### config.mk
export PLATFORM = sky130hd
export DESIGN_NAME = seq_alu_flat
export DESIGN_NICKNAME = d
export VERILOG_FILES = /design/src/rtl/seq_alu_if.sv /design/src/rtl/seq_alu.sv /design/src/flat_wrapper.sv
export SDC_FILE = /design/constraint.sdc
export NUM_CORES = 1
export LEC_CHECK = 0
export BUFFER_PORTS_ARGS = -buffer_cell sky130_fd_sc_hd__buf_2
export CORE_MARGIN = 10
export CORE_UTILIZATION = 63
export CTS_CLUSTER_SIZE = 28
export DETAILED_ROUTE_END_ITERATION = 6
export PLACE_DENSITY = 0.88
export SETUP_SLACK_MARGIN = 0.1
export SLEW_MARGIN = 40
export SYNTH_ARGS = -nofsm -noshare
export SYNTH_HDL_FRONTEND = slang
export SYNTH_SLANG_ARGS = --single-unit
### constraint.sdc
create_clock -name clk -period 5.15 [get_ports clk]
set_input_delay 0.7725 -clock clk [delete_from_list [all_inputs] [get_ports clk]]
set_output_delay 0.7725 -clock clk [all_outputs]
set_load 0.02 [all_outputs]
### src/rtl/seq_alu_if.sv
// Request/response bundle for the registered multicycle ALU.
// The master issues ops; the slave (the ALU) returns registered results.
interface seq_alu_if #(
    parameter int WIDTH = 32,
    parameter int SHW   = 5
);
    logic             valid_in;
    logic             ready_in;
    logic [3:0]       alucontrol;
    logic [WIDTH-1:0] a;
    logic [WIDTH-1:0] b;
    logic [SHW-1:0]   shamt;
    logic             valid_out;
    logic [WIDTH-1:0] result;
    logic [WIDTH-1:0] hi;
    logic             zero;
    logic             sign;
    logic             div_by_zero;

    modport master (
        output valid_in, alucontrol, a, b, shamt,
        input  ready_in, valid_out, result, hi, zero, sign, div_by_zero
    );

    modport slave (
        input  valid_in, alucontrol, a, b, shamt,
        output ready_in, valid_out, result, hi, zero, sign, div_by_zero
    );
endinterface

### src/rtl/seq_alu.sv
// Registered ALU for the multicycle MIPS datapath.
// Single-cycle ops complete next cycle; MULTU/DIVU iterate one bit per cycle.
module seq_alu #(
    parameter int WIDTH = 32,
    parameter int SHW   = 5
) (
    input  logic        clk,
    input  logic        reset,
    seq_alu_if.slave    bus
);
    localparam logic [3:0] OP_AND  = 4'b0000;
    localparam logic [3:0] OP_OR   = 4'b0001;
    localparam logic [3:0] OP_ADD  = 4'b0010;
    localparam logic [3:0] OP_SLL  = 4'b0011;
    localparam logic [3:0] OP_ZFR  = 4'b0100;
    localparam logic [3:0] OP_LI   = 4'b0101;
    localparam logic [3:0] OP_SUB  = 4'b0110;
    localparam logic [3:0] OP_SLT  = 4'b0111;
    localparam logic [3:0] OP_SRL  = 4'b1000;
    localparam logic [3:0] OP_SRA  = 4'b1001;
    localparam logic [3:0] OP_MULU = 4'b1100;
    localparam logic [3:0] OP_DIVU = 4'b1101;

    typedef enum logic [1:0] {IDLE, MUL, DIV} state_t;

    state_t            state;
    logic [SHW-1:0]    count;
    logic [WIDTH-1:0]  acc;
    logic [WIDTH-1:0]  mq;
    logic [WIDTH-1:0]  opb;
    logic [WIDTH-1:0]  res;
    logic [WIDTH-1:0]  hi_q;
    logic              dbz;
    logic              vout;

    logic [WIDTH-1:0]  op_res;
    logic signed [WIDTH-1:0] sra_res;
    logic [SHW:0]      zfr_amt;
    logic [WIDTH:0]    mul_sum;
    logic [WIDTH-1:0]  mul_acc;
    logic [WIDTH-1:0]  mul_mq;
    logic [WIDTH:0]    div_sh;
    logic [WIDTH:0]    div_diff;
    logic [WIDTH-1:0]  div_rem;
    logic [WIDTH-1:0]  div_quo;
    logic              last;

    assign bus.ready_in    = (state == IDLE);
    assign bus.valid_out   = vout;
    assign bus.result      = res;
    assign bus.hi          = hi_q;
    assign bus.div_by_zero = dbz;
    assign bus.zero        = (res == '0);
    assign bus.sign        = res[WIDTH-1];

    // count runs 0..WIDTH-1; all ones marks the final iteration
    assign last = &count;

    // single-cycle op results from the live operands
    always_comb begin
        op_res  = '0;
        sra_res = $signed(bus.b) >>> bus.shamt;
        zfr_amt = {1'b0, bus.b[SHW-1:0]} + (SHW+1)'(1);
        case (bus.alucontrol)
            OP_AND: op_res = bus.a & bus.b;
            OP_OR:  op_res = bus.a | bus.b;
            OP_ADD: op_res = bus.a + bus.b;
            OP_SUB: op_res = bus.a - bus.b;
            OP_SLT: op_res = {{(WIDTH-1){1'b0}},
                              $signed(bus.a) < $signed(bus.b)};
            OP_SLL: op_res = bus.b << bus.shamt;
            OP_SRL: op_res = bus.b >> bus.shamt;
            OP_SRA: op_res = sra_res;
            OP_LI:  op_res = {{(WIDTH-16){1'b0}}, bus.b[15:0]};
            OP_ZFR: op_res = bus.a & ({WIDTH{1'b1}} << zfr_amt);
            default: op_res = '0;
        endcase
    end

    // one shift-add step and one restoring-divide step on the working regs
    always_comb begin
        mul_sum  = {1'b0, acc} + (mq[0] ? {1'b0, opb} : '0);
        mul_acc  = mul_sum[WIDTH:1];
        mul_mq   = {mul_sum[0], mq[WIDTH-1:1]};
        div_sh   = {acc, mq[WIDTH-1]};
        div_diff = div_sh - {1'b0, opb};
        if (!div_diff[WIDTH]) begin
            div_rem = div_diff[WIDTH-1:0];
            div_quo = {mq[WIDTH-2:0], 1'b1};
        end else begin
            div_rem = div_sh[WIDTH-1:0];
            div_quo = {mq[WIDTH-2:0], 1'b0};
        end
    end

    // op acceptance, iteration and registered completion
    always_ff @(posedge clk) begin
        if (reset) begin
            state <= IDLE;
            count <= '0;
            acc   <= '0;
            mq    <= '0;
            opb   <= '0;
            res   <= '0;
            hi_q  <= '0;
            dbz   <= 1'b0;
            vout  <= 1'b0;
        end else begin
            vout <= 1'b0;
            case (state)
                IDLE: begin
                    if (bus.valid_in) begin
                        if (bus.alucontrol == OP_MULU) begin
                            state <= MUL;
                            count <= '0;
                            acc   <= '0;
                            mq    <= bus.a;
                            opb   <= bus.b;
                        end else if (bus.alucontrol == OP_DIVU &&
                                     bus.b != '0) begin
                            state <= DIV;
                            count <= '0;
                            acc   <= '0;
                            mq    <= bus.a;
                            opb   <= bus.b;
                        end else if (bus.alucontrol == OP_DIVU) begin
                            res  <= '1;
                            hi_q <= bus.a;
                            dbz  <= 1'b1;
                            vout <= 1'b1;
                        end else begin
                            res  <= op_res;
                            hi_q <= '0;
                            dbz  <= 1'b0;
                            vout <= 1'b1;
                        end
                    end
                end
                MUL: begin
                    acc   <= mul_acc;
                    mq    <= mul_mq;
                    count <= count + 1'b1;
                    if (last) begin
                        state <= IDLE;
                        res   <= mul_mq;
                        hi_q  <= mul_acc;
                        dbz   <= 1'b0;
                        vout  <= 1'b1;
                    end
                end
                DIV: begin
                    acc   <= div_rem;
                    mq    <= div_quo;
                    count <= count + 1'b1;
                    if (last) begin
                        state <= IDLE;
                        res   <= div_quo;
                        hi_q  <= div_rem;
                        dbz   <= 1'b0;
                        vout  <= 1'b1;
                    end
                end
                default: state <= IDLE;
            endcase
        end
    end
endmodule
### src/flat_wrapper.sv
// flat-port wrapper written by rule: the top's interface ports become plain ports
module seq_alu_flat 
#(
    parameter int WIDTH = 32,
    parameter int SHW   = 5
)
  (clk, reset, bus_valid_in, bus_alucontrol, bus_a, bus_b, bus_shamt, bus_ready_in, bus_valid_out, bus_result, bus_hi, bus_zero, bus_sign, bus_div_by_zero);
  seq_alu_if #(.WIDTH(WIDTH), .SHW(SHW)) bus_i ();
  input  logic clk;
  input  logic reset;
  input wire logic [$bits(bus_i.valid_in)-1:0] bus_valid_in;
  input wire logic [$bits(bus_i.alucontrol)-1:0] bus_alucontrol;
  input wire logic [$bits(bus_i.a)-1:0] bus_a;
  input wire logic [$bits(bus_i.b)-1:0] bus_b;
  input wire logic [$bits(bus_i.shamt)-1:0] bus_shamt;
  output wire logic [$bits(bus_i.ready_in)-1:0] bus_ready_in;
  output wire logic [$bits(bus_i.valid_out)-1:0] bus_valid_out;
  output wire logic [$bits(bus_i.result)-1:0] bus_result;
  output wire logic [$bits(bus_i.hi)-1:0] bus_hi;
  output wire logic [$bits(bus_i.zero)-1:0] bus_zero;
  output wire logic [$bits(bus_i.sign)-1:0] bus_sign;
  output wire logic [$bits(bus_i.div_by_zero)-1:0] bus_div_by_zero;
  assign bus_i.valid_in = bus_valid_in;
  assign bus_i.alucontrol = bus_alucontrol;
  assign bus_i.a = bus_a;
  assign bus_i.b = bus_b;
  assign bus_i.shamt = bus_shamt;
  assign bus_ready_in = bus_i.ready_in;
  assign bus_valid_out = bus_i.valid_out;
  assign bus_result = bus_i.result;
  assign bus_hi = bus_i.hi;
  assign bus_zero = bus_i.zero;
  assign bus_sign = bus_i.sign;
  assign bus_div_by_zero = bus_i.div_by_zero;
  seq_alu #(.WIDTH(WIDTH), .SHW(SHW)) u_core (.clk(clk), .reset(reset), .bus(bus_i));
endmodule
==> impl_metrics.yaml <==
status:
  outcome: "finished, violations left"
  failing_checks: "DRC"
placement:
  place_hpwl_mm: 65.2
  place_congestion: 1.14
  port-buffer-count: 144
logic_synthesis:
  net_count_of_the_mapped_netlist: 3048
  cell_types_occupying_the_most_area_after_synthesis: "dfxtp_1 17%, ha_1 11%, a21oi_1 7.8%"
  syn_inst: 2789
  synth.yosys.seq_area_share_pct: 17.1
  synth_edf_count: 0
  async_reset_ff_share_pct: 0
  synth-main-ff-cell: "dfxtp_1"
  synth.cell_area_mm2: 0.0198
  synth-seq-cells: 169
  synthesis.area_per_instance_um2: 7.10
  synthDistinctLibCells: 83
  synth_top_area_share_pct: 17.1
  synth_warnings: 0
  synth_largest_area_cell: "dfxtp_1"
cts:
  post_cts_resize_count: 0
  post-cts-setup-buffer-count: 0
  cts_inserted_buffers: 17
  clkTransAtPathRegs_ps: 70
  cts_buffer_depth: 2
  tritoncts_clock_tree: "built"
  cts-root-buf: "clkbuf_16"
  cts_hold_buf: 0
  clk_latency_ps: 450
  cts_htree_levels: 4
  clock_tree_sinks: 169
setup_path:
  regToRegEndpoint: "u_core.bus.hi[30]$_SDFFE_PP0P_"
  data_required_time_at_the_worst_endpoint_ps: 5480
  worst-setup-path-type: "register to register"
  standard_cell_with_the_maximum_stage_delay_on_the_critical_path: "o41ai_1"
  critical_path.startpoint: "u_core.mq[31]$_SDFFE_PP0P_"
  worstSetupEndpoint: "u_core.bus.hi[30]$_SDFFE_PP0P_"
  cp_cell_sequence: "buf_4, inv_1, ha_1, inv_1, fa_1, a211oi_1, o211ai_1, a31oi_1, o41ai_1, a211oi_1, o21bai_1, a41oi_1, xor2_1, o22ai_1, a2111oi_0, nor2_1"
  critical_path_arrival_ps: 4750
  timing.rr.start: "u_core.mq[31]$_SDFFE_PP0P_"
  timing.reg2reg.worst_path_depth: 16
  reg2reg_slack_ps: 730
  setup.worst_path.end_class: "register"
  path_max_fanout: 5
  timing.critical_path.from_type: "register"
  slowest_delay_ps: 700
cells_and_area:
  design.final.nets: 3067
  share_of_post_route_cells_with_drive_strength_above_1_pct: 11.0
  layout_overhead_on_the_synthesized_area_pct: 7.73
  utilization_pct: 69.2
  n_antenna_cell: 0
drt:
  route.vias.total: 23900
  firstDrtPassIters: 7
  route.detailed.drc: 14
  drt-wirelength-per-cell_um: 27.1
  routed_antenna_nets: 0
  vias_per_cell: 7.42
  detail_route.iter0.violations: 4153
  finalWirelength_mm: 87.1
run:
  cap_violations: 0
sta:
  timing.final.setup_violations: 0
  timing_max_transition_violations_final: 0
  finalCritPeriodShare_pct: 85.7
  fin_skew_ps: 9.64
  fin_tns_setup_ps: 0
  rsz0062_at_grt: "no"
  worst_slew_pin_slew_ps: 967
  max-slew-margin-rel_pct: 34.9
  hold_fails_final_rpt: 0
  final.min_clock_period_ps: 4420
  fmax_mhz: 226
floorplan:
  core_mm2: 0.0308
  std_cell_rows: 64
  die_x_um: 197
  initial_utilization_pct: 64.2
  io-pin-count: 145
  die_h_um: 197
  die_area_mm2: 0.0389
pwr:
  share_of_power_burned_in_registers_pct: 28.0
  combinational_power_share_pct: 47.9
  power-per-cell-area_mw_per_mm2: 257
  p_int_mw: 3.03
  irDropWorstVdd_mv: 0.284
  net_switching_power_mw: 2.46
  leakage_power_figure_nw: 9.04
  sw_frac_of_total_pct: 44.8
  share_clk_of_total_power_pct: 24.1
min_path:
  hold_path_class: "register to register"
grt:
  first_global_vias: 22200
  grt_usage_pct: 42.8
  grt_max_degree: 90
  wire_length_of_the_first_global_routing_pass_mm: 131
  globalRoute.totalOverflow: 0
  initial_antenna_violation_count: 2
[layout by cell type (no fill, tap or decap), drive strengths merged, types with 30 or more instances in the layout]
cell and n:
nand2 215, ha 179, mux4 38, inv 163, o22ai 35, a21o 30, a211oi 45, and2 41
nor3 68, buf 194, nand3 60, xnor2 49, xor2 33, a21oi 307, mux2i 73, nor2 349
a31oi 33, o21ai 260, dfxtp 169, o211ai 42
[worst min-delay path by stage]
| stage | start | end | cells after the start |
|---|---|---|---|
| 2_1_floorplan | u_core.count[4]$_SDFFE_PP0P_ | u_core.count[4]$_SDFFE_PP0P_ | 2 |
| 3_3_place_gp | u_core.count[4]$_SDFFE_PP0P_ | u_core.count[4]$_SDFFE_PP0P_ | 2 |
| 3_5_place_dp | u_core.count[4]$_SDFFE_PP0P_ | u_core.count[4]$_SDFFE_PP0P_ | 2 |
| 4_1_cts | u_core.count[4]$_SDFFE_PP0P_ | u_core.count[4]$_SDFFE_PP0P_ | 2 |
| 5_1_grt | u_core.count[4]$_SDFFE_PP0P_ | u_core.count[4]$_SDFFE_PP0P_ | 2 |
| 6_report | u_core.count[4]$_SDFFE_PP0P_ | u_core.count[4]$_SDFFE_PP0P_ | 2 |
[power groups by stage]
stage | registers, mW | clock network (mW) | logic (mW)
finish | 1.54 | 1.32 | 2.63
global route | 1.54 | 1.37 | 2.77
CTS | 1.52 | 1.31 | 2.50
detailed placement | 1.55 | 0 | 2.47
global placement | 1.54 | 0 | 2.42
floorplan | 1.59 | 0 | 1.66
[cell type report]
cell class	count	area (um2)
multi-input combinational	2269	15100
fill	2643	9500
sequential	169	3380
timing repair buffer	194	1140
inverter	157	592
tap	396	495
clock buffer	17	425
clock inverter	15	158
[synth_stat cells (49+ instances only)]
library cell and count:
nor2_1 349, a21oi_1 307, o21ai_0 253, nand2_1 215, ha_1 179, dfxtp_1 169
clkbuf_1 151, inv_1 151, mux2i_1 73, nor3_1 67, nand3_1 60, xnor2_1 49
[metrics by stage]
stage	std cells	cell area, um2	hold slack (ps)	power [mW]	setup WS, ps
3_5_place_dp	3185	20700	454	4.02	620
6_report	3217	21300	462	5.48	735
3_3_place_gp	3185	20700	441	3.97	708
5_1_grt	3217	21300	496	5.68	454
4_1_cts	3217	21300	462	5.33	955
2_1_floorplan	2789	19800	436	3.24	1220
[cell families (layout without fill, tap and decap cells)]
| kind of cell | Yosys count | count (layout) | synth area share, % |
|---|---|---|---|
| compound gates | 1020 | 1020 | 32.7 |
| simple gates | 866 | 866 | 19.6 |
| buf+inv | 351 | 383 | 6.83 |
| fa+ha+maj | 183 | 183 | 11.7 |
| flops | 169 | 169 | 17.1 |
| mux | 118 | 118 | 8.41 |
| xor+xnor | 82 | 82 | 3.63 |
[sequential cells by signal, summed over array words and instances, names as in the netlist]
signal and count:
u_core.mq 32, u_core.count 5, u_core.bus.valid_out 1, u_core.bus.result 32, u_core.bus.hi 32, u_core.state 2, u_core.acc 32, u_core.opb 32
u_core.bus.div_by_zero 1
[critical path, delay by kind of cell, from the launching register on]
kind	cells	cell delay (ps)
AOI/OAI and AO/OA	9	2910
DFF	1	320
xor gates and xnor gates	1	190
adders and majority gates	2	450
and+or+nand+nor	1	90
buffers and inverters	3	330
[per-layer routing]
metal / part of all wire (%) / GRT usage (%) / vias to the layer above
met5: 0.12 / 1.66 / -
met4: 7.3 / 25.1 / 6
met3: 16 / 15.3 / 514
met2: 41 / 62.7 / 2175
met1: 36 / 53.1 / 10900
li1: - / - / 10300
No activity file was read; power rests on OpenSTA's default activity.
